==> src/rtl/sram_controller_if.sv <==
// Purpose : bundles the pipeline-side request bus and the external SRAM pins
//           of sram_controller into one interface.
// Ports   : slave modport = controller view; master modport = pipeline + SRAM side.
interface sram_controller_if;
  // Pipeline side
  logic        MEM_R_EN;     // load request from EXE/MEM
  logic        MEM_W_EN;     // store request from EXE/MEM
  logic [31:0] ALU_result;   // byte address of the access
  logic [31:0] ST_val;       // store data
  logic [31:0] read_data;    // last completed load word
  logic        ready;        // access complete or idle; freeze = ~ready
  // External SRAM side
  logic [17:0] SRAM_ADDR;    // half-word address
  logic        SRAM_WE_N;    // active-low write strobe
  logic [15:0] SRAM_DQ_out;  // write data
  logic        SRAM_DQ_oe;   // drive enable for SRAM_DQ_out
  logic [15:0] SRAM_DQ_in;   // read data, valid in the SRAM_ADDR cycle

  modport slave (
    input  MEM_R_EN, MEM_W_EN, ALU_result, ST_val, SRAM_DQ_in,
    output read_data, ready, SRAM_ADDR, SRAM_WE_N, SRAM_DQ_out, SRAM_DQ_oe
  );

  modport master (
    output MEM_R_EN, MEM_W_EN, ALU_result, ST_val, SRAM_DQ_in,
    input  read_data, ready, SRAM_ADDR, SRAM_WE_N, SRAM_DQ_out, SRAM_DQ_oe
  );
endinterface

==> src/rtl/sram_controller.sv <==
// Purpose : splits a 32-bit load/store into two 16-bit SRAM accesses (low half, high half).
// Latency : request seen in IDLE at cycle 0 -> ready=1 (DONE) at cycle 5; 5 frozen cycles.
// Backpr. : ready low freezes the pipeline; requests are sampled only in IDLE.
// Ports   : clk, rst (sync, active-high); bus = sram_controller_if.slave
//           (MEM_R_EN/MEM_W_EN/ALU_result/ST_val in, read_data/ready out,
//            SRAM_ADDR/SRAM_WE_N/SRAM_DQ_out/SRAM_DQ_oe out, SRAM_DQ_in in).
module sram_controller (
  input  logic               clk,
  input  logic               rst,
  sram_controller_if.slave   bus
);

  typedef enum logic [2:0] {
    IDLE   = 3'd0,
    ACC_LO = 3'd1,
    ACC_HI = 3'd2,
    WAIT   = 3'd3,
    DONE   = 3'd4
  } state_t;

  state_t      r_state;
  state_t      w_next_state;
  logic        r_wait_cnt;
  logic        w_next_wait;

  logic [31:0] r_addr;
  logic [31:0] r_st_val;
  logic        r_is_write;
  logic [31:0] r_read_data;
  logic [17:0] r_sram_addr;
  logic [15:0] r_dq_out;

  logic        w_req;
  logic [31:0] w_offset;
  logic [17:0] w_sram_addr;
  logic [15:0] w_dq_out;
  logic        w_we_n;
  logic        w_dq_oe;
  logic        w_ready;
  logic        w_unused_offset_bits;

  assign w_req    = bus.MEM_R_EN | bus.MEM_W_EN;
  assign w_offset = r_addr - 32'd1024;
  // Only offset[18:2] selects the SRAM word; the rest is dropped by design.
  assign w_unused_offset_bits = &{1'b0, w_offset[31:19], w_offset[1:0]};

  always_ff @(posedge clk) begin
    if (rst) begin
      r_state     <= IDLE;
      r_wait_cnt  <= 1'b0;
      r_addr      <= 32'd0;
      r_st_val    <= 32'd0;
      r_is_write  <= 1'b0;
      r_read_data <= 32'd0;
      r_sram_addr <= 18'd0;
      r_dq_out    <= 16'd0;
    end else begin
      r_state     <= w_next_state;
      r_wait_cnt  <= w_next_wait;
      r_sram_addr <= w_sram_addr;
      r_dq_out    <= w_dq_out;
      if (r_state == IDLE && w_req) begin
        r_addr     <= bus.ALU_result;
        r_st_val   <= bus.ST_val;
        // A simultaneous load+store is treated as a store.
        r_is_write <= bus.MEM_W_EN;
      end
      if (r_state == ACC_LO && !r_is_write) begin
        r_read_data[15:0] <= bus.SRAM_DQ_in;
      end
      if (r_state == ACC_HI && !r_is_write) begin
        r_read_data[31:16] <= bus.SRAM_DQ_in;
      end
    end
  end

  always_comb begin
    w_next_state = r_state;
    w_next_wait  = r_wait_cnt;
    w_sram_addr  = r_sram_addr;   // address and data hold outside the access cycles
    w_dq_out     = r_dq_out;
    w_we_n       = 1'b1;
    w_dq_oe      = 1'b0;
    w_ready      = 1'b0;
    case (r_state)
      IDLE: begin
        w_ready = ~w_req;
        if (w_req) begin
          w_next_state = ACC_LO;
        end
      end
      ACC_LO: begin
        w_sram_addr = {w_offset[18:2], 1'b0};
        if (r_is_write) begin
          w_we_n   = 1'b0;
          w_dq_oe  = 1'b1;
          w_dq_out = r_st_val[15:0];
        end
        w_next_state = ACC_HI;
      end
      ACC_HI: begin
        w_sram_addr = {w_offset[18:2], 1'b1};
        if (r_is_write) begin
          w_we_n   = 1'b0;
          w_dq_oe  = 1'b1;
          w_dq_out = r_st_val[31:16];
        end
        w_next_wait  = 1'b0;
        w_next_state = WAIT;
      end
      WAIT: begin
        if (r_wait_cnt) begin
          w_next_wait  = 1'b0;
          w_next_state = DONE;
        end else begin
          w_next_wait = 1'b1;
        end
      end
      DONE: begin
        w_ready      = 1'b1;
        w_next_state = IDLE;
      end
      default: begin
        w_next_state = IDLE;
      end
    endcase
  end

  assign bus.read_data   = r_read_data;
  assign bus.ready       = w_ready;
  assign bus.SRAM_ADDR   = w_sram_addr;
  assign bus.SRAM_DQ_out = w_dq_out;
  // Strobes are masked while rst is high so an aborted access cannot
  // commit its pending half-word at the reset edge.
  assign bus.SRAM_WE_N   = w_we_n | rst;
  assign bus.SRAM_DQ_oe  = w_dq_oe & ~rst;

endmodule

==> src/flat_wrapper.sv <==
// flat-port wrapper written by rule: the top's interface ports become plain ports
module sram_controller_flat 
  (clk, rst, bus_MEM_R_EN, bus_MEM_W_EN, bus_ALU_result, bus_ST_val, bus_SRAM_DQ_in, bus_read_data, bus_ready, bus_SRAM_ADDR, bus_SRAM_WE_N, bus_SRAM_DQ_out, bus_SRAM_DQ_oe);
  sram_controller_if bus_i ();
  input  logic clk;
  input  logic rst;
  input wire logic [$bits(bus_i.MEM_R_EN)-1:0] bus_MEM_R_EN;
  input wire logic [$bits(bus_i.MEM_W_EN)-1:0] bus_MEM_W_EN;
  input wire logic [$bits(bus_i.ALU_result)-1:0] bus_ALU_result;
  input wire logic [$bits(bus_i.ST_val)-1:0] bus_ST_val;
  input wire logic [$bits(bus_i.SRAM_DQ_in)-1:0] bus_SRAM_DQ_in;
  output wire logic [$bits(bus_i.read_data)-1:0] bus_read_data;
  output wire logic [$bits(bus_i.ready)-1:0] bus_ready;
  output wire logic [$bits(bus_i.SRAM_ADDR)-1:0] bus_SRAM_ADDR;
  output wire logic [$bits(bus_i.SRAM_WE_N)-1:0] bus_SRAM_WE_N;
  output wire logic [$bits(bus_i.SRAM_DQ_out)-1:0] bus_SRAM_DQ_out;
  output wire logic [$bits(bus_i.SRAM_DQ_oe)-1:0] bus_SRAM_DQ_oe;
  assign bus_i.MEM_R_EN = bus_MEM_R_EN;
  assign bus_i.MEM_W_EN = bus_MEM_W_EN;
  assign bus_i.ALU_result = bus_ALU_result;
  assign bus_i.ST_val = bus_ST_val;
  assign bus_i.SRAM_DQ_in = bus_SRAM_DQ_in;
  assign bus_read_data = bus_i.read_data;
  assign bus_ready = bus_i.ready;
  assign bus_SRAM_ADDR = bus_i.SRAM_ADDR;
  assign bus_SRAM_WE_N = bus_i.SRAM_WE_N;
  assign bus_SRAM_DQ_out = bus_i.SRAM_DQ_out;
  assign bus_SRAM_DQ_oe = bus_i.SRAM_DQ_oe;
  sram_controller u_core (.clk(clk), .rst(rst), .bus(bus_i));
endmodule
==> config.mk <==
export PLATFORM = sky130hd
export DESIGN_NAME = sram_controller_flat
export DESIGN_NICKNAME = d
export VERILOG_FILES = /design/src/rtl/sram_controller_if.sv /design/src/rtl/sram_controller.sv /design/src/flat_wrapper.sv
export SDC_FILE = /design/constraint.sdc
export NUM_CORES = 1
export LEC_CHECK = 0
export ABC_AREA = 1
export ABC_CLOCK_PERIOD_IN_PS = 2650
export CAP_MARGIN = 20
export CORE_MARGIN = 4
export CORE_UTILIZATION = 40
export DETAILED_ROUTE_END_ITERATION = 7
export PLACE_DENSITY = 0.7
export SETUP_SLACK_MARGIN = 0.05
export SLEW_MARGIN = 25
export SYNTH_ARGS = -nofsm -noshare
export SYNTH_HDL_FRONTEND = slang
export SYNTH_SLANG_ARGS = --single-unit
==> constraint.sdc <==
create_clock -name clk -period 2.65 [get_ports clk]
set_input_delay 0.795 -clock clk [delete_from_list [all_inputs] [get_ports clk]]
set_output_delay 0.795 -clock clk [all_outputs]
set_load 0.1 [all_outputs]
==> results by group <==
Route
  – DR WL/cell: 15.6 um
  – Routed WL: 15.0 mm
  – DRC violation total after the first TritonRoute iteration: 466
  – Remaining DRCs: 0
  – DR pass1 iterations: 6
  – ANT nets after route: 0
  – Via count: 4992
  – Vias per inst: 5.19

Logic synthesis
  – Top post-synthesis cells by area: dfxtp_1 49%, o21ai_0 10%, nand2_1 9.0%
  – Yosys top cell area share: 0.488
  – Net Count, Synth: 754
  – Register area share after synthesis: 0.488
  – Mapped cell area: 4920 sq um
  – Post-synth EDFFs: 0
  – Yosys warns: 0
  – Yosys top cell by area: dfxtp_1
  – Synth top cells by count: 120 x dfxtp_1, 118 x nand2_1, 100 x o21ai_0, 71 x a21oi_1, 68 x inv_1
  – Seq cells post-synth: 120
  – Syn Area/Cell: 7.36 sq um
  – Most common cell in the netlist: dfxtp_1
  – Async set or reset register ratio after synthesis: 0
  – Post-Syn Instances: 669
  – Primary FF master, synth: dfxtp_1
  – Unique masters post-synth: 29

Critical path
  – Max stage delay on crit path: 0.36 ns
  – Critical path data required time: 1.86 ns
  – CP Capture Type: output pin
  – CP dominant cell by count: nand2_2
  – Crit path DAT: 1.78 ns
  – R2r startpoint: u_core.r_state[2]$_SDFFE_PP0P_
  – Slowest cell on the critical path: dfxtp_4
  – Worst-case reg-to-reg path depth: 7
  – Startpoint types: flop
  – Crit Reg-Reg Endpoint: u_core.bus.read_data[22]$_SDFFE_PP0P_
  – Crit path max fanout: 8
  – Crit Path Class: flop to output pin
  – Reg-to-reg slack, setup: 0.99 ns
  – CP Cell Sequence: nor2_4, nand2_4, nand2_8, buf_6, buf_16, nand2_2, nand2_2, inv_2, buf_12

CTS
  – Post-CTS Hold Buffers: 0
  – Root Buffer: clkbuf_16
  – Clock Latency Late Sink: 0.42 ns
  – Level count of the clock H-tree: 4
  – CTS sink cnt: 120
  – Clock Path Buffers: 2
  – Clock transition at path regs: 0.05 ns
  – CTS tree: done
  – CTS Buf Count: 17

Power
  – Power Dens Cells: 1090 nW/um^2
  – Leak: 3.29 nW
  – VDD IR-drop max: 555 uV
  – Tot Pwr: 8.39 mW

Cells and area
  – Share of layout cells above drive strength 1: 0.242
  – Multi-input gate area: 2240 sq um
  – Antenna Cells: 0
  – Register area: 2410 sq um
  – Fillers: 1014
  – Layout overhead on the synthesized area: 56.1%
  – Fin nets: 887

Floorplanning
  – Die height: 119 um
  – # IOs: 153
  – Die area: 14100 sq um
  – Die Width: 119 um
  – Core area: 12000 sq um
  – Placement Rows: 40
  – Starting Density: 0.410

STA
  – RSZ-0062 raised after global routing: yes
  – Max Clock Skew: 0.00786 ns
  – Final Hold Fails: 0
  – Slew HR: 0.557
  – Slew Limit Fails: 0
  – Fin crit share: 0.971
  – Hold slack final: 0.448 ns
  – Worst-Margin Slew: 0.664 ns
  – Setup violators final: 0
  – Tmin final: 2.57 ns
  – Peak Freq: 388 MHz

Global route
  – Initial antenna violation count: 0
  – Global-route wire length before repair: 23.2 mm
  – Gr usage total: 0.203
  – Congestion Overflow GR: 0
  – Largest net degree at the start of global routing: 75
  – Vias in the first global route: 4870

Worst hold path
  – Hold path start: u_core.r_st_val[31]$_SDFFE_PP0P_
  – HP Class: flop to flop
  – Hold depth: 2
  – End of the worst hold path: u_core.r_st_val[31]$_SDFFE_PP0P_

Placement
  – Final RePlAce weighted congestion: 0.769
  – Dpl hpwl: 9.41 mm
  – Port Buffers: 137

Run
  – Max_cap viols: 0

Outcome
  – Outcome: finished, final reports clean
final cells by class:
type	count	area share
Timing Repair Buffer	156	0.251
Clock inverter	7	0.0146
Clock buffer	25	0.0671
Tap cell	147	0.0239
Sequential cell	120	0.313
Inverter	74	0.0384
Multi-Input combinational cell	433	0.291
registers in the layout, summed over array words and instances, names as in the netlist:
name                  count
u_core.r_addr            17
u_core.bus.read_data     32
u_core.r_state            3
u_core.r_wait_cnt         1
u_core.r_sram_addr       18
u_core.r_dq_out          16
u_core.r_st_val          32
u_core.r_is_write         1
layer usage:
layer / vias to the layer above / track usage / share of wire
met1: 2354 / 0.239 / 0.42
li1: 2450 / - / -
met4: 0 / 0.0724 / 0.013
met2: 170 / 0.343 / 0.50
met3: 18 / 0.0679 / 0.067
met5: - / 0 / 0
cell families (layout without fill, tap and decap cells):
kind of cell,count (synthesis),count (layout),share of synthesized area
compound gates,201,201,0.209
xor+xnor,2,2,0.00356
fa+ha+maj,1,1,0.00254
buf+inv,116,262,0.101
flops,120,120,0.488
simple gates,229,229,0.196
report_power, final:
group          switching (mW)  total (mW)  leakage, nW  internal [mW]
sequential              0.122        2.20        0.989           2.08
combinational            2.56        3.76         1.99           1.21
clock                   0.794        2.42        0.309           1.62
total                    3.47        8.39         3.29           4.91
critical path: cells and delay by family, from the launching register on:
kind	cells	cell delay, ns
simple gates	5	0.53
flops	1	0.36
buf+inv	4	0.47
how the worst max path moves through the flow:
stage | start | to | depth (start not counted)
after detailed placement | bus_MEM_W_EN | bus_ready | 5
after CTS | u_core.r_state[0]$_SDFFE_PP0P_ | bus_SRAM_ADDR[11] | 9
after global placement | bus_MEM_W_EN | bus_ready | 5
after floorplan | rst | bus_SRAM_WE_N | 3
final | u_core.r_state[2]$_SDFFE_PP0P_ | bus_SRAM_ADDR[15] | 9
after global routing | u_core.r_state[2]$_SDFFE_PP0P_ | bus_SRAM_ADDR[15] | 9
timing repair:
item                                    in CTS  in global routing
endpoints found under the hold margin        0                  0
pin swaps                                    5                 12
cloned                                       2                  2
setup buffers                                3                  4
endpoints found under the setup margin      36                 35
resized for setup                           28                 59
metrics by stage:
stage               setup slack (ns)  cell area [sq um]  setup TNS, ns  cells   util
CTS                           0.0199               7470              0    957  0.622
detailed placement            0.0358               6670              0    920  0.555
global placement              0.0480               6670              0    920  0.555
finish                        0.0756               7690              0    962  0.640
floorplan                     -0.615               4930         -0.615    669      -
global route                -0.00919               7690        -0.0178    962  0.640
layout by cell type (no fill, tap or decap), types with 3 or more instances in the layout:
master and n:
nand3_2 14, o21ai_0 96, bufinv_16 3, nand3_1 25
a21oi_1 71, dfxtp_2 3, or2_1 4, nor2_1 53
o21ai_1 5, clkinv_2 3, buf_12 43, clkbuf_16 19
clkbuf_8 6, o21ai_2 12, inv_1 47, buf_4 41
dfxtp_1 116, inv_2 22, nand2_1 108, nand2_4 5
nand2_2 8, a31oi_1 16, nor2_4 4, clkdlybuf4s50_1 67
(Power assumes the default switching activity.)
